<file path="config.mk">
export PLATFORM = sky130hd
export DESIGN_NAME = pc_rr_scheduler
export DESIGN_NICKNAME = d
export VERILOG_FILES = /design/src/rtl/pc_rr_scheduler.sv
export SDC_FILE = /design/constraint.sdc
export NUM_CORES = 1
export LEC_CHECK = 0
export BUFFER_PORTS_ARGS = -buffer_cell sky130_fd_sc_hd__buf_2
export CAP_MARGIN = 15
export CORE_MARGIN = 8
export CORE_UTILIZATION = 50
export CTS_CLUSTER_SIZE = 14
export DETAILED_ROUTE_END_ITERATION = 10
export GPL_TIMING_DRIVEN = 0
export PLACE_DENSITY = 0.74
export SLEW_MARGIN = 20
export SYNTH_ARGS = -nofsm -noshare
export SYNTH_HDL_FRONTEND = slang
export SYNTH_SLANG_ARGS = --single-unit
</file>
<file path="constraint.sdc">
create_clock -name clk -period 9 [get_ports clk]
set_input_delay 0.9 -clock clk [delete_from_list [all_inputs] [get_ports clk]]
set_output_delay 0.9 -clock clk [all_outputs]
set_load 0.005 [all_outputs]
</file>
<file path="src/rtl/pc_rr_scheduler.sv">
// Program counter with an OS context and NPROC round-robin process slots.
// Processes run for a time quantum, then are pre-empted back to the OS with their PC saved.
module pc_rr_scheduler #(
  parameter int unsigned ADDR_WIDTH = 5,
  parameter int unsigned NPROC      = 4,
  parameter int unsigned PID_W      = 2,
  parameter int unsigned QUANT_W    = 16,
  localparam int unsigned DW        = 2 ** ADDR_WIDTH
) (
  input  logic                  clk,
  input  logic                  reset,
  input  logic [DW-1:0]         next_pc,
  input  logic                  io_wait,
  input  logic                  enter,
  input  logic                  dispatch,
  input  logic [PID_W-1:0]      dispatch_pid,
  input  logic [DW-1:0]         dispatch_base,
  input  logic                  halt,
  input  logic [QUANT_W-1:0]    time_quantum,
  output logic [DW-1:0]         pc_out,
  output logic [DW-1:0]         base_addr,
  output logic [DW-1:0]         mem_addr,
  output logic [PID_W-1:0]      cur_pid,
  output logic                  in_os,
  output logic [NPROC-1:0]      slot_valid,
  output logic                  quantum_exp,
  output logic [ADDR_WIDTH-1:0] r31,
  output logic [ADDR_WIDTH-1:0] r28
);

  localparam logic [0:0] OS_RUN   = 1'b0;
  localparam logic [0:0] PROC_RUN = 1'b1;

  localparam logic [ADDR_WIDTH-2:0] R31_LO = {(ADDR_WIDTH - 1){1'b1}};
  localparam logic [ADDR_WIDTH-2:0] R28_LO = {{(ADDR_WIDTH - 3){1'b1}}, 2'b00};

  logic [0:0]         state_q, state_d;
  logic [DW-1:0]      pc_q, pc_d;
  logic [DW-1:0]      base_q, base_d;
  logic [DW-1:0]      mem_q, mem_d;
  logic [PID_W-1:0]   pid_q, pid_d;
  logic [DW-1:0]      os_ret_q, os_ret_d;
  logic [NPROC-1:0]   valid_q, valid_d;
  logic [DW-1:0]      saved_q [NPROC];
  logic [DW-1:0]      saved_d [NPROC];
  logic [QUANT_W-1:0] cnt_q, cnt_d;
  logic               qexp_q, qexp_d;
  logic               enter_prev_q, enter_prev_d;

  logic               step;
  logic [QUANT_W-1:0] quant_eff;

  // An I/O instruction only advances when enter has changed level since the last release.
  assign step      = !io_wait || (enter != enter_prev_q);
  assign quant_eff = (time_quantum == '0) ? QUANT_W'(1) : time_quantum;

  always_comb begin
    state_d      = state_q;
    pc_d         = pc_q;
    base_d       = base_q;
    mem_d        = mem_q;
    pid_d        = pid_q;
    os_ret_d     = os_ret_q;
    valid_d      = valid_q;
    saved_d      = saved_q;
    cnt_d        = cnt_q;
    qexp_d       = 1'b0;
    enter_prev_d = enter_prev_q;

    if (step) begin
      if (io_wait) begin
        enter_prev_d = enter;
      end
      unique case (state_q)
        OS_RUN: begin
          if (dispatch) begin
            os_ret_d = next_pc;
            pc_d     = valid_q[dispatch_pid] ? saved_q[dispatch_pid] : next_pc;
            base_d   = dispatch_base << 2;
            mem_d    = dispatch_base + DW'(16);
            pid_d    = dispatch_pid;
            cnt_d    = QUANT_W'(1);
            state_d  = PROC_RUN;
          end else begin
            pc_d = next_pc;
          end
        end
        PROC_RUN: begin
          if (halt || (cnt_q >= quant_eff)) begin
            // Halt frees the slot; expiry keeps it resumable from the next instruction.
            valid_d[pid_q] = !halt;
            saved_d[pid_q] = halt ? '0 : next_pc;
            qexp_d         = !halt;
            pc_d           = os_ret_q;
            base_d         = '0;
            mem_d          = '0;
            pid_d          = '0;
            cnt_d          = QUANT_W'(1);
            state_d        = OS_RUN;
          end else begin
            pc_d = next_pc;
            if (cnt_q != '1) begin
              cnt_d = cnt_q + QUANT_W'(1);
            end
          end
        end
        default: state_d = OS_RUN;
      endcase
    end
  end

  always_ff @(posedge clk or posedge reset) begin
    if (reset) begin
      state_q      <= OS_RUN;
      pc_q         <= '0;
      base_q       <= '0;
      mem_q        <= '0;
      pid_q        <= '0;
      os_ret_q     <= '0;
      valid_q      <= '0;
      cnt_q        <= QUANT_W'(1);
      qexp_q       <= 1'b0;
      enter_prev_q <= 1'b0;
      for (int i = 0; i < int'(NPROC); i++) begin
        saved_q[i] <= '0;
      end
    end else begin
      state_q      <= state_d;
      pc_q         <= pc_d;
      base_q       <= base_d;
      mem_q        <= mem_d;
      pid_q        <= pid_d;
      os_ret_q     <= os_ret_d;
      valid_q      <= valid_d;
      cnt_q        <= cnt_d;
      qexp_q       <= qexp_d;
      enter_prev_q <= enter_prev_d;
      saved_q      <= saved_d;
    end
  end

  assign pc_out      = pc_q;
  assign base_addr   = base_q;
  assign mem_addr    = mem_q;
  assign cur_pid     = pid_q;
  assign in_os       = (state_q == OS_RUN);
  assign slot_valid  = valid_q;
  assign quantum_exp = qexp_q;
  assign r31         = {~in_os, R31_LO};
  assign r28         = {~in_os, R28_LO};

endmodule

</file>
==> impl_summary.md, run 1 <==
GRT
The most crowded layer after global routing is met2. The number of antenna violations at the first check in global routing came to 3. The fraction of met3 tracks used by global routing is 4.00%. The global-route wire length before repair is 52.6 mm. The via count of the first global-routing pass came to 9696. For this run, the total global-route usage over all layers was measured as 20.8%. The pin count of the biggest net entering global routing is 93.

The residual overflow from global routing is 0. Global routing consumed, on the met2 layer, 34.3% of the routing resources. In the global route stage, met1 resource usage came out at 27.6%.

Floorplan
The floorplan step set the die height to 178 um. The die covers 31600 um2. From left edge to right edge, the die measures 178 um.

The total area inside the core boundary comes to 25900 um2. The count of pins on the block boundary is 202. The number of placement rows is 59. The starting density of the core is 50.6%.

Setup path
The largest stage delay on the critical path is 0.60 ns. The top fanout value on the critical path is 10. The critical path depth in cells is 11. The required time at the endpoint of the critical path is 9.46 ns.

In this design, the largest share of critical-path delay is due to compound AO/OA/AOI/OAI gates. The highest-delay cell along the critical path is o311ai_4. The worst setup path is captured at a flop. The type of the worst setup path is in2reg. The critical path goes through buf_2 > nor4_1 > a41o_1 > ha_1 > nand2b_1 > a2111o_1 > a32o_1 > o311ai_4 > clkbuf_1 > o22ai_1 > a21oi_1.

The critical path contains buffers and inverters numbering 2 combined. The worst setup path is launched from an input pin. Data arrives at the worst endpoint at 4.35 ns. Counting cells, the worst reg-to-reg path comes to 9.

Synthesis
The count of flip-flops with a built-in enable after synthesis is 0. The top flip-flop cell by instance count after synthesis is dfrtp_1. During synthesis, Yosys emitted a total of 0 warnings.

Each instance of the synthesized netlist takes up on average 12.4 um2. The number of distinct library cells after synthesis is 51. Summing every instance area after synthesis gives 13100 um2. The share of synthesized registers carrying an async set or reset is 100%. The post-synthesis sequential area ratio is 52.5%. The flip-flop and latch count after synthesis is 275. Synthesis produced a netlist whose cell count is 1054.

Layout
The fraction of layout cells with a size suffix above 1 is 31.3%. The share of the core filled with cells is 59.9%. The synthesis-to-finish area growth is 18.5%. The final net count is 1391.

STA
Setup slack closes at 5.10 ns. The period utilization is 43.3%. The actual transition at the worst max-transition pin is 0.939 ns. Clock skew on the completed layout was measured at 0.0231 ns. Setup repair after global routing left no endpoint under its margin. The achievable frequency is 256 MHz. The post-layout minimum cycle time is 3.90 ns.

The total count of hold-check failures in the final report is 0. The number of slew-limit violations in the final report is 0. The number of setup violations in the final report is 0. The worst slew margin relative to its limit is 36.9%.

Routing
The DRC violations left is 0. The via density per instance is 5.68. The detailed-router iteration count before antenna repair is 5. The first routing iteration left 667 violations. After detailed routing, the average wire length per cell comes to 20.4 um. The final routed wirelength across all metal layers is 33.4 mm.

The residual antenna-violating net count after detailed routing is 0. The final route contains 9326 vias.

Clocking
The clock sink total is 275. Counting the buffers created by CTS gives 29. No sink is reached through more buffers than the 3 on the longest clock path. For this design, the CTS-stage hold fixing added 0 buffers. TritonCTS built the clock tree. The clock root buffer is clkbuf_16.

The count of cells resized by post-cts repair is 0. The buffer count from post-CTS setup fixing is 0. After clock tree synthesis, the clock-pin slew on the worst setup and hold paths is 0.06 ns. The clock insertion delay at the later pin of the skew report is 0.55 ns. CTS built an H-tree with a depth of 1.

Placed design
Once detailed placement completed, the half-perimeter wirelength came to 23.6 mm. Prior to clock tree synthesis, the placed netlist has a worst setup slack of 4.59 ns. The final estimated routing congestion in global placement is 0.869. The number of buffers inserted by port buffering is 189.

Power and ir drop
Sequential cells account for 45.6% of the total power. Summed over all cells, the static leakage comes to 0.00772 uW. The combinational share of power is 26.5%.

The switching portion of total power is 29.6%. The total power density per cell area is 270 nW/um2. For this design the total switching power over the nets is 1240 uW. Of the total power, the clock network draws 27.9%.

The cell-internal power is 2950 uW. Across the VDD grid, the largest voltage drop is 0.192 mV.

Hold path
The worst min-delay path class is in2async.

Run status
The flow ran to the end, and the final reports show no timing, DRC or antenna violations.

Job
The tool flagged a number of max-cap violations equal to 0.
state kept, by name, summed over array words and instances, names as in the netlist:
| name | count |
|---|---|
| pc_out | 32 |
| state_q | 1 |
| cur_pid | 2 |
| cnt_q | 16 |
| quantum_exp | 1 |
| os_ret_q | 32 |
| base_addr | 26 |
| slot_valid | 4 |
| enter_prev_q | 1 |
| saved_q | 128 |
| mem_addr | 32 |
cell usage in the layout (no fill, tap or decap), types with 10 or more instances in the layout:
master,synthesis,layout
xnor2_1,13,13
clkbuf_1,46,53
dfrtp_1,274,274
clkbuf_16,0,29
conb_1,2,10
nor2_1,18,18
nand2_1,65,65
mux2i_1,37,37
nand4_1,15,15
ha_1,18,18
buf_4,16,16
buf_2,12,201
a21o_1,33,33
inv_1,27,26
mux2_2,103,103
nand3_1,16,16
o21ai_0,14,14
o31ai_1,30,30
nor2b_1,34,34
and3_1,31,31
o22ai_1,32,32
mux2_1,58,58
nor3_1,12,12
a21oi_1,41,41
mux4_2,33,33
xor2_1,14,14
area by class of cell:
class	count	area, um2
multi-input cells	679	5770
inverters	28	113
fillers	2141	10400
well taps	335	419
plain buffers	80	375
flip-flops and latches	275	6880
clock buffers	41	821
clock inverters	10	110
diodes	2	5.00
repair buffers	192	1030
power by group through the flow:
stage          combinational, uW  sequential [uW]  clock, uW
6_report                    1110             1910       1170
5_1_grt                     1220             1960       1250
4_1_cts                     1130             1910       1190
3_5_place_dp                1120             1930          0
3_3_place_gp                1080             1910          0
2_1_floorplan                723             1870          0
synth_stat cells (2+ instances only):
library cell / count / area, um2
dfrtp_1: 274 / 6860
mux2_2: 103 / 1160
nand2_1: 65 / 244
mux2_1: 58 / 653
clkbuf_1: 46 / 173
a21oi_1: 41 / 205
mux2i_1: 37 / 370
nor2b_1: 34 / 213
a21o_1: 33 / 248
mux4_2: 33 / 743
o22ai_1: 32 / 200
and3_1: 31 / 194
o31ai_1: 30 / 225
inv_1: 27 / 101
ha_1: 18 / 225
nor2_1: 18 / 67.6
buf_4: 16 / 120
nand3_1: 16 / 80.1
nand4_1: 15 / 93.8
o21ai_0: 14 / 70.1
xor2_1: 14 / 123
xnor2_1: 13 / 114
buf_2: 12 / 60.1
nor3_1: 12 / 60.1
a22o_1: 8 / 70.1
and4_1: 8 / 70.1
buf_1: 6 / 22.5
nor4_1: 5 / 31.3
and2_1: 3 / 18.8
nand2b_1: 3 / 18.8
or3_1: 3 / 18.8
or4_1: 3 / 22.5
conb_1: 2 / 7.51
nor3_2: 2 / 20.0
nor3b_2: 2 / 25.0
o21a_1: 2 / 15.0
path summary, 6_finish.rpt:
| check | from | to | slack [ns] |
|---|---|---|---|
| setup / recovery | time_quantum[8] | pc_out[4]$_DFFE_PP0P_ | 5.10 |
| hold / removal | reset | cnt_q[1]$_DFFE_PP0P_ | 0.36 |
| setup reg to reg | cnt_q[0]$_DFFE_PP1P_ | pc_out[4]$_DFFE_PP0P_ | 5.50 |
| hold reg to reg | base_addr[17]$_DFFE_PP0P_ | base_addr[17]$_DFFE_PP0P_ | 0.47 |
| max in group asynchronous | reset | saved_q[1]$_DFFE_PP0P_ | 7.79 |
| min in group clk | base_addr[17]$_DFFE_PP0P_ | base_addr[17]$_DFFE_PP0P_ | 0.47 |
kinds of logic after synthesis:
logic type,share of synthesized area (%)
other cells,0.0573
xor+xnor,1.80
mux,22.3
buf+inv,3.67
fa+ha+maj,1.72
compound gates,8.84
simple gates,9.04
flops,52.5
worst register-to-register path, cell delays in order (launching register included):
cell      delay [ns]
dfstp_2         0.54
inv_1           0.06
ha_1            0.28
nand2b_1        0.14
a2111o_1        0.44
a32o_1          0.38
o311ai_4        0.60
clkbuf_1        0.60
o22ai_1         0.19
a21oi_1         0.17
metrics by stage:
stage	power, uW	TNS [ns]	hold slack [ns]	instances	area (um2)
2_1_floorplan	2600	0	0.452	1062	13100
3_3_place_gp	2990	-679.01	0.455	1586	14500
3_5_place_dp	3050	0	0.460	1589	14600
4_1_cts	4230	0	0.365	1640	15500
5_1_grt	4420	0	0.389	1641	15500
6_report	4190	0	0.363	1642	15500
metal layers:
metal	vias to the layer above	wire length, um
met5	-	27
li1	4295	-
met1	4711	14600
met2	267	16000
met4	4	597
met3	49	2130
No activity file was read; power rests on OpenSTA's default activity.
==> run 2: changes to the inputs <==
--- a/config.mk
+++ b/config.mk
@@ -12,7 +12,7 @@
 export CTS_CLUSTER_SIZE = 14
 export DETAILED_ROUTE_END_ITERATION = 10
 export GPL_TIMING_DRIVEN = 0
-export PLACE_DENSITY = 0.74
+export PLACE_DENSITY = 0.72
 export SLEW_MARGIN = 20
 export SYNTH_ARGS = -nofsm -noshare
 export SYNTH_HDL_FRONTEND = slang
==> constraint.sdc (replaced) <==
create_clock -name clk -period 3.6 [get_ports clk]
set_input_delay 0.36 -clock clk [delete_from_list [all_inputs] [get_ports clk]]
set_output_delay 0.36 -clock clk [all_outputs]
set_load 0.005 [all_outputs]
==> run 2 against run 1 <==
Clock power increased to 3.1 times the previous value. Core utilization increased by 1.7 points. Wire length increased by 1.1%. Non-clock buffer count increased by 9.
==> impl_summary.md, run 2 (synthesized netlist as in run 1, its figures left out) <==
Setup path
The required time at the endpoint of the critical path came to 4.01 ns (was 9.46 ns). The startpoint class of the critical path was a flop (was input pin). The flop-to-flop setup slack was 0.15 ns (was 5.50 ns). The reg-to-reg startpoint is cnt_q[0]$_DFFE_PP1P_ (unchanged). The depth of the worst register-to-register path is 9 (unchanged).

The type of the worst setup path is reg2reg (was in2reg). The endpoint of the lowest-slack register-to-register path is saved_q[92]$_DFFE_PP0P_ (was pc_out[4]$_DFFE_PP0P_). Cells traversed along the worst timing path: inv_1 > ha_1 > nand2b_1 > a2111o_1 > a32o_1 > o311ai_4 > nor3b_2 > buf_2 > mux2_1 (was buf_2 > nor4_1 > a41o_1 > ha_1 > nand2b_1 > a2111o_1 > a32o_1 > o311ai_4 > clkbuf_1 > o22ai_1 > a21oi_1).

The critical path depth in cells is 9 (was 11). The number of buffer and inverter stages on the critical path was 2 (unchanged). The top fanout value on the critical path is 10 (unchanged). The top cell family by delay on the critical path is compound AO/OA/AOI/OAI gates (unchanged).

The nature of the critical path endpoint was a flop (unchanged). The critical path data arrival time was 3.87 ns (was 4.35 ns). The highest-delay cell along the critical path is o311ai_4 (unchanged). The largest stage delay on the critical path came to 0.59 ns (was 0.60 ns).

STA
The actual transition at the worst max-transition pin came to 0.906 ns (was 0.939 ns). The worst slew margin relative to its limit is 39.0% (was 36.9%). The clock skew is 0.00809 ns (was 0.0231 ns). The total count of hold-check failures in the final report came to 0 (unchanged).

The post-route setup TNS is 0 ns (unchanged). Based on the critical path, the design can be clocked at up to 290 MHz. The worst-case hold slack is 0.0842 ns (was 0.363 ns). The period utilization is 95.9%. Counting I/O delays and the setup requirement, the final critical path takes 3.45 ns. Unrepaired setup endpoints after global routing: true (was false). The number of setup violations in the final report is 0 (unchanged).

The number of slew-limit violations in the final report is 0 (unchanged).

Floorplan
The number of placement rows is 59 (unchanged). The floorplan core area is 25900 um2 (unchanged). The starting density of the core is 50.6% (unchanged). The vertical die dimension is 178 um (unchanged). The count of pins on the block boundary was 202 (unchanged). The floorplan die area is 31600 um2 (unchanged). The horizontal die dimension is 178 um (unchanged).

Layout
The flip-flop count of the largest register, all copies and words added came to 128 (unchanged). The synthesis-to-finish area growth is 21.9% (was 18.5%). The share of the core filled with cells was 61.7% (was 59.9%).

The register name with the most flops was saved_q (unchanged). The most frequent standard cell in the layout excluding fill and tap cells is dfrtp_1 (unchanged). The fraction of layout cells with a size suffix above 1 is 32.3% (was 31.3%). The final net count is 1401 (was 1391). Commonest cells after routing, fill and taps aside: 274 x dfrtp_1, 201 x buf_2, 103 x mux2_2, 65 x nand2_1, 58 x mux2_1 (unchanged).

Clocking
The clock root buffer was clkbuf_16 (unchanged). The count of H-tree levels built during CTS is 1 (unchanged). The clock insertion delay at the later pin of the skew report came to 0.54 ns (was 0.55 ns). The maximum count of clock buffers along a single path is 3 (unchanged). The clock sink total is 275 (unchanged). The TritonCTS clock tree is yes (unchanged).

The number of CTS-inserted buffers was 30 (was 29). The buffer count from post-CTS setup fixing is 0 (unchanged). The clock slew at the register clock pins of the worst setup and hold paths is 0.06 ns (about the same).

Job
The count of maximum capacitance violations is 0 (unchanged).

Power and ir drop
The total power draw came to 11200 uW (was 4190 uW). The total power density per cell area is 702 nW/um2 (was 270 nW/um2). The standby leakage power is 0.00792 uW (was 0.00772 uW). The maximum vdd ir drop is 0.481 mV (was 0.192 mV).

Routing
The routed wire length per instance came to 20.5 um (was 20.4 um). The DRC violations left was 0 (unchanged). The residual antenna-violating net count after detailed routing is 0 (unchanged). The via density per instance is 5.73 (was 5.68). The final routed wirelength across all metal layers was 33.8 mm (was 33.4 mm). The via count of the routed design came to 9463 (was 9326). The initial detailed-routing violation count came to 613 (was 667). The detailed-router iteration count before antenna repair was 5 (unchanged).

GRT
The global-route wire length before repair is 53.9 mm (was 52.6 mm). The global-route usage over all layers is 21.2% (was 20.8%). The residual overflow from global routing is 0 (unchanged). The via count of the first global-routing pass is 9871 (was 9696).

The pin count of the biggest net entering global routing is 31 (was 93). The number of antenna violations at the first check in global routing is 2 (was 3).

Placed design
The number of buffers inserted by port buffering came to 189 (unchanged). The placed wire-length estimate after detailed placement is 24.2 mm (was 23.6 mm). The final estimated routing congestion in global placement is 0.850 (was 0.869).

Hold path
The worst hold path passes through 2 cells. The source of the worst hold timing path is next_pc[2]. The worst min-delay path class is in2reg (was in2async). For hold timing, the worst endpoint is os_ret_q[2]$_DFFE_PP0P_.

Run status
Outcome: finished clean (unchanged).
run 2: cell type report:
| class | instances | area [um2] |
|---|---|---|
| inverter | 28 | 109 |
| sequential | 275 | 6880 |
| antenna | 1 | 2.50 |
| clock buffer | 37 | 828 |
| buffer | 80 | 378 |
| multi-input combinational | 679 | 5780 |
| tap | 335 | 419 |
| fill | 2065 | 9940 |
| timing repair buffer | 201 | 1210 |
| clock inverter | 16 | 364 |
run 2: what timing repair did:
item,CTS,global route
resized for setup,0,5
setup endpoints to repair,0,32
hold endpoints to repair,58,0
hold buffers,1,0
run 2: power breakdown:
group	internal [uW]	leakage [uW]	switching, uW
sequential	4180	0.00352	584
combinational	1500	0.00383	1320
clock	2410	0.000575	1230
total	8080	0.00792	3130
run 2: worst max-delay path by stage:
stage	startpoint	end
after floorplan	reset	base_addr[10]$_DFFE_PP0P_
after global placement	reset	os_ret_q[2]$_DFFE_PP0P_
after detailed placement	time_quantum[8]	saved_q[15]$_DFFE_PP0P_
after CTS	cnt_q[0]$_DFFE_PP1P_	saved_q[15]$_DFFE_PP0P_
after global routing	cnt_q[15]$_DFFE_PP0P_	saved_q[79]$_DFFE_PP0P_
final	cnt_q[0]$_DFFE_PP1P_	saved_q[92]$_DFFE_PP0P_
run 2: through the flow:
| step | std cells | instance area (um2) | setup slack (ns) |
|---|---|---|---|
| 2_1_floorplan | 1062 | 13100 | -0.397 |
| 3_3_place_gp | 1586 | 14500 | -2.03 |
| 3_5_place_dp | 1597 | 14800 | -0.281 |
| 4_1_cts | 1651 | 16000 | 0.0726 |
| 5_1_grt | 1652 | 16000 | -0.0205 |
| 6_report | 1652 | 16000 | 0.147 |
run 2: layer usage:
layer	share of wire [%]	global-route usage [%]	routed length (um)	vias to the layer above
li1	-	-	-	4312
met1	44	28.3	15000	4780
met2	47	35.3	16100	312
met3	6.2	3.81	2080	57
met4	2.0	5.52	691	2
met5	0.038	0	13	-
==> run 3: changes to the inputs <==
--- a/config.mk
+++ b/config.mk
@@ -5,6 +5,7 @@
 export SDC_FILE = /design/constraint.sdc
 export NUM_CORES = 1
 export LEC_CHECK = 0
+export ABC_AREA = 1
 export BUFFER_PORTS_ARGS = -buffer_cell sky130_fd_sc_hd__buf_2
 export CAP_MARGIN = 15
 export CORE_MARGIN = 8
@@ -12,7 +13,8 @@
 export CTS_CLUSTER_SIZE = 14
 export DETAILED_ROUTE_END_ITERATION = 10
 export GPL_TIMING_DRIVEN = 0
-export PLACE_DENSITY = 0.72
+export MAX_ROUTING_LAYER = met4
+export PLACE_DENSITY = 0.71
 export SLEW_MARGIN = 20
 export SYNTH_ARGS = -nofsm -noshare
 export SYNTH_HDL_FRONTEND = slang
==> run 3 against run 2 <==
First-iteration DRC count is 120% higher. Final area up 3.8%. Area after synthesis rose by 6.6%. Critical endpoint is now in_os. Critical path type is now reg2out. Hold slack lost 0.038 ns. Power shrank 5.9%. Clock power down 17%.
==> impl_summary.md, run 3 <==
STA
The actual transition at the worst max-transition pin is 0.678 ns (was 0.906 ns). Unrepaired setup endpoints after global routing: false (was true). The total count of hold-check failures in the final report is 0 (unchanged). The period utilization was 81.7% (was 95.9%). The clock skew is 0.0157 ns (was 0.00809 ns).

The number of slew-limit violations in the final report is 0 (unchanged). The worst slew margin relative to its limit was 54.8% (was 39.0%). The post-route setup TNS is 0 ns (unchanged). The post-layout minimum cycle time is 2.94 ns (was 3.45 ns). The number of setup violations in the final report is 0 (unchanged). The achievable frequency was 340 MHz (was 290 MHz).

Clocking
The clock sink total is 275 (unchanged). The maximum count of clock buffers along a single path is 3 (unchanged). The clock root buffer is clkbuf_16 (unchanged).

The TritonCTS clock tree is yes (unchanged). The number of CTS-inserted buffers is 30 (unchanged). The clock slew at the register clock pins of the worst setup and hold paths is 0.07 ns (was 0.06 ns). The clock insertion delay at the later pin of the skew report was 0.56 ns (was 0.54 ns).

The count of H-tree levels built during CTS was 1 (unchanged).

Setup path
The critical path data arrival time was 2.58 ns (was 3.87 ns). The top fanout value on the critical path is 10 (unchanged). The startpoint class of the critical path is a flop (unchanged).

The type of the worst setup path is reg2out (was reg2reg). The required time at the endpoint of the critical path is 3.24 ns (was 4.01 ns). The nature of the critical path endpoint was a primary output (was flop).

Routing
The via density per instance was 5.32 (was 5.73). The initial detailed-routing violation count is 1322 (was 613). The final routed wirelength across all metal layers is 43.5 mm (was 33.8 mm).

The via count of the routed design was 13129 (was 9463). The detailed-router iteration count before antenna repair is 5 (unchanged). The DRC violations left is 0 (unchanged). The routed wire length per instance was 17.6 um (was 20.5 um).

The residual antenna-violating net count after detailed routing is 0 (unchanged).

Placed design
The placed cell area is 15600 um2 (was 14800 um2). The final estimated routing congestion in global placement came to 0.907 (was 0.850). The number of placed instances, taps included was 2419 (was 1597).

The placed wire-length estimate after detailed placement was 31.6 mm (was 24.2 mm). The number of buffers inserted by port buffering is 189 (unchanged).

Synthesis
The number of distinct library cells after synthesis is 44 (was 51). The flip-flop and latch count after synthesis is 275 (unchanged). The most frequent cell after synthesis is nand2_1 (was dfrtp_1). The synthesized netlist cell count is 1835 (was 1054). The cell area after technology mapping came to 14000 um2 (was 13100 um2). Synth top cells by count: 597 x nand2_1, 274 x dfrtp_1, 242 x o21ai_0, 152 x inv_1, 133 x nor2_1 (was 274 x dfrtp_1, 103 x mux2_2, 65 x nand2_1, 58 x mux2_1, 46 x clkbuf_1). The count of warnings emitted by yosys was 0 (unchanged). The proportion of netlist area held by the largest area contributor came to 49.1% (was 52.3%). Cells taking the most area after synthesis: dfrtp_1 49%, nand2_1 16%, o21ai_0 8.7% (was dfrtp_1 52%, mux2_2 8.9%, mux4_2 5.7%). The share of synthesized registers carrying an async set or reset is 100% (unchanged). The average cell area after synthesis is 7.61 um2 (was 12.4 um2). The count of flip-flops with a built-in enable after synthesis is 0 (unchanged). The top flip-flop cell by instance count after synthesis is dfrtp_1 (unchanged). The post-synthesis sequential area ratio is 49.3% (was 52.5%).

The largest area contributor in the synthesized netlist was dfrtp_1 (unchanged).

Layout
The non-filler instance count after layout is 2470 (was 1652). The post-route cell area was 16600 um2 (was 16000 um2). The fraction of layout cells with a size suffix above 1 was 15.4% (was 32.3%). The register name with the most flops is saved_q (unchanged). The final net count is 2181 (was 1401). The synthesis-to-finish area growth is 18.6% (was 21.9%).

The flip-flop count of the largest register, all copies and words added is 128 (unchanged). The share of the core filled with cells is 60.0% (was 61.7%). Commonest cells after routing, fill and taps aside: 597 x nand2_1, 274 x dfrtp_1, 242 x o21ai_0, 220 x buf_2, 151 x inv_1 (was 274 x dfrtp_1, 201 x buf_2, 103 x mux2_2, 65 x nand2_1, 58 x mux2_1). The fill cell instance count of the final layout is 2584 (was 2065). The most frequent standard cell in the layout excluding fill and tap cells was nand2_1 (was dfrtp_1). The total inserted antenna cells was 0 (was 1).

Hold path
The worst min-delay path class is in2reg (unchanged).

Power and ir drop
The switching component of the power is 3550 uW (was 3130 uW). The cell-internal power is 7010 uW (was 8080 uW). The total power density per cell area is 637 nW/um2 (was 702 nW/um2). The maximum vdd ir drop is 0.467 mV (was 0.481 mV). The part of the power in registers came to 44.8% (was 42.4%).

The standby leakage power was 0.00847 uW (was 0.00792 uW). The total power draw is 10600 uW (was 11200 uW). The switching portion of total power is 33.6% (was 27.9%). The combinational share of power was 26.7% (was 25.1%).

The part of the power in the clock network came to 28.5% (was 32.5%).

Floorplan
The count of pins on the block boundary is 202 (unchanged). The horizontal die dimension came to 183 um (was 178 um). The vertical die dimension is 183 um (was 178 um). The floorplan core area is 27600 um2 (was 25900 um2). The number of placement rows is 61 (was 59).

The floorplan die area is 33500 um2 (was 31600 um2). The starting density of the core is 50.6% (about the same).

GRT
The global-route usage over all layers is 26.2% (was 21.2%). The number of antenna violations at the first check in global routing is 0 (was 2). The global-route wire length before repair came to 69.2 mm (was 53.9 mm). The residual overflow from global routing is 0 (unchanged).

The via count of the first global-routing pass is 12854 (was 9871). The pin count of the biggest net entering global routing is 35 (was 31).

Run status
Outcome: finished clean (unchanged).

Job
The count of maximum capacitance violations is 0 (unchanged).
[run 3: per-stage QoR]
stage / setup WS, ns / hold WS, ns
2_1_floorplan: -0.397 / 0.453
3_3_place_gp: -2.06 / 0.461
3_5_place_dp: 0.375 / 0.279
4_1_cts: 0.656 / 0.0229
5_1_grt: 0.557 / 0.0376
6_report: 0.658 / 0.0461
[run 3: path summary, 6_finish.rpt]
path                       cells past startpoint  slack (ns)                      from                       end
max                                            5        0.66       state_q$_DFFE_PP0P_                     in_os
min                                            3        0.05               next_pc[24]    pc_out[24]$_DFFE_PP0P_
max reg2reg                                   13        1.00      cnt_q[0]$_DFFE_PP1P_  saved_q[113]$_DFFE_PP0P_
min reg2reg                                    2        0.48  mem_addr[18]$_DFFE_PP0P_  mem_addr[18]$_DFFE_PP0P_
max in group asynchronous                      7        2.26                     reset   saved_q[16]$_DFFE_PP0P_
min in group asynchronous                      3        0.26                     reset    pc_out[27]$_DFFE_PP0P_
[run 3: area by class of cell]
type                            count  area (um2)  area share, %
Timing Repair Buffer              200        1150           6.96
Tap cell                          378         473           2.85
Clock buffer                       44         865           5.22
Sequential cell                   275        6880           41.5
Buffer                            121         644           3.89
Multi-Input combinational cell   1292        5890           35.6
Clock inverter                      5        77.6          0.468
Inverter                          155         586           3.53
[run 3: critical path, stage by stage (launching register included)]
cell      delay [ns]
dfrtp_1         0.43
buf_2           0.24
inv_1           0.13
clkbuf_1        0.53
clkbuf_1        0.48
buf_2           0.21
[run 3: power by group through the flow]
stage | combinational, uW | sequential, uW | clock, uW
after floorplan | 1750 | 4650 | 0
after global placement | 2710 | 4710 | 0
after detailed placement | 2820 | 4740 | 0
after CTS | 2830 | 4700 | 3060
after global routing | 3220 | 4840 | 3190
final | 2820 | 4730 | 3010
[run 3: timing repair]
action,in CTS,in global routing
setup endpoints to repair,0,0
buffers inserted,0,0
hold endpoints to repair,58,0
resized for setup,0,0
hold buffers,2,0
[run 3: per-layer routing]
layer | up-vias | GRT usage, % | share of wire (%) | wire [um]
met5 | - | - | 0 | 0
met4 | 0 | 6.83 | 2.2 | 941
met2 | 526 | 41.8 | 47 | 20300
li1 | 6322 | - | - | -
met1 | 6215 | 33.9 | 43 | 18600
met3 | 66 | 5.16 | 8.3 | 3590
[run 3: cells by family after synthesis]
| logic type | share of synthesized area [%] |
|---|---|
| simple gates | 26.7 |
| compound gates | 12.3 |
| buf+inv | 8.78 |
| flops | 49.3 |
| xor+xnor | 1.32 |
| fa+ha+maj | 1.61 |
| other cells | 0.0537 |
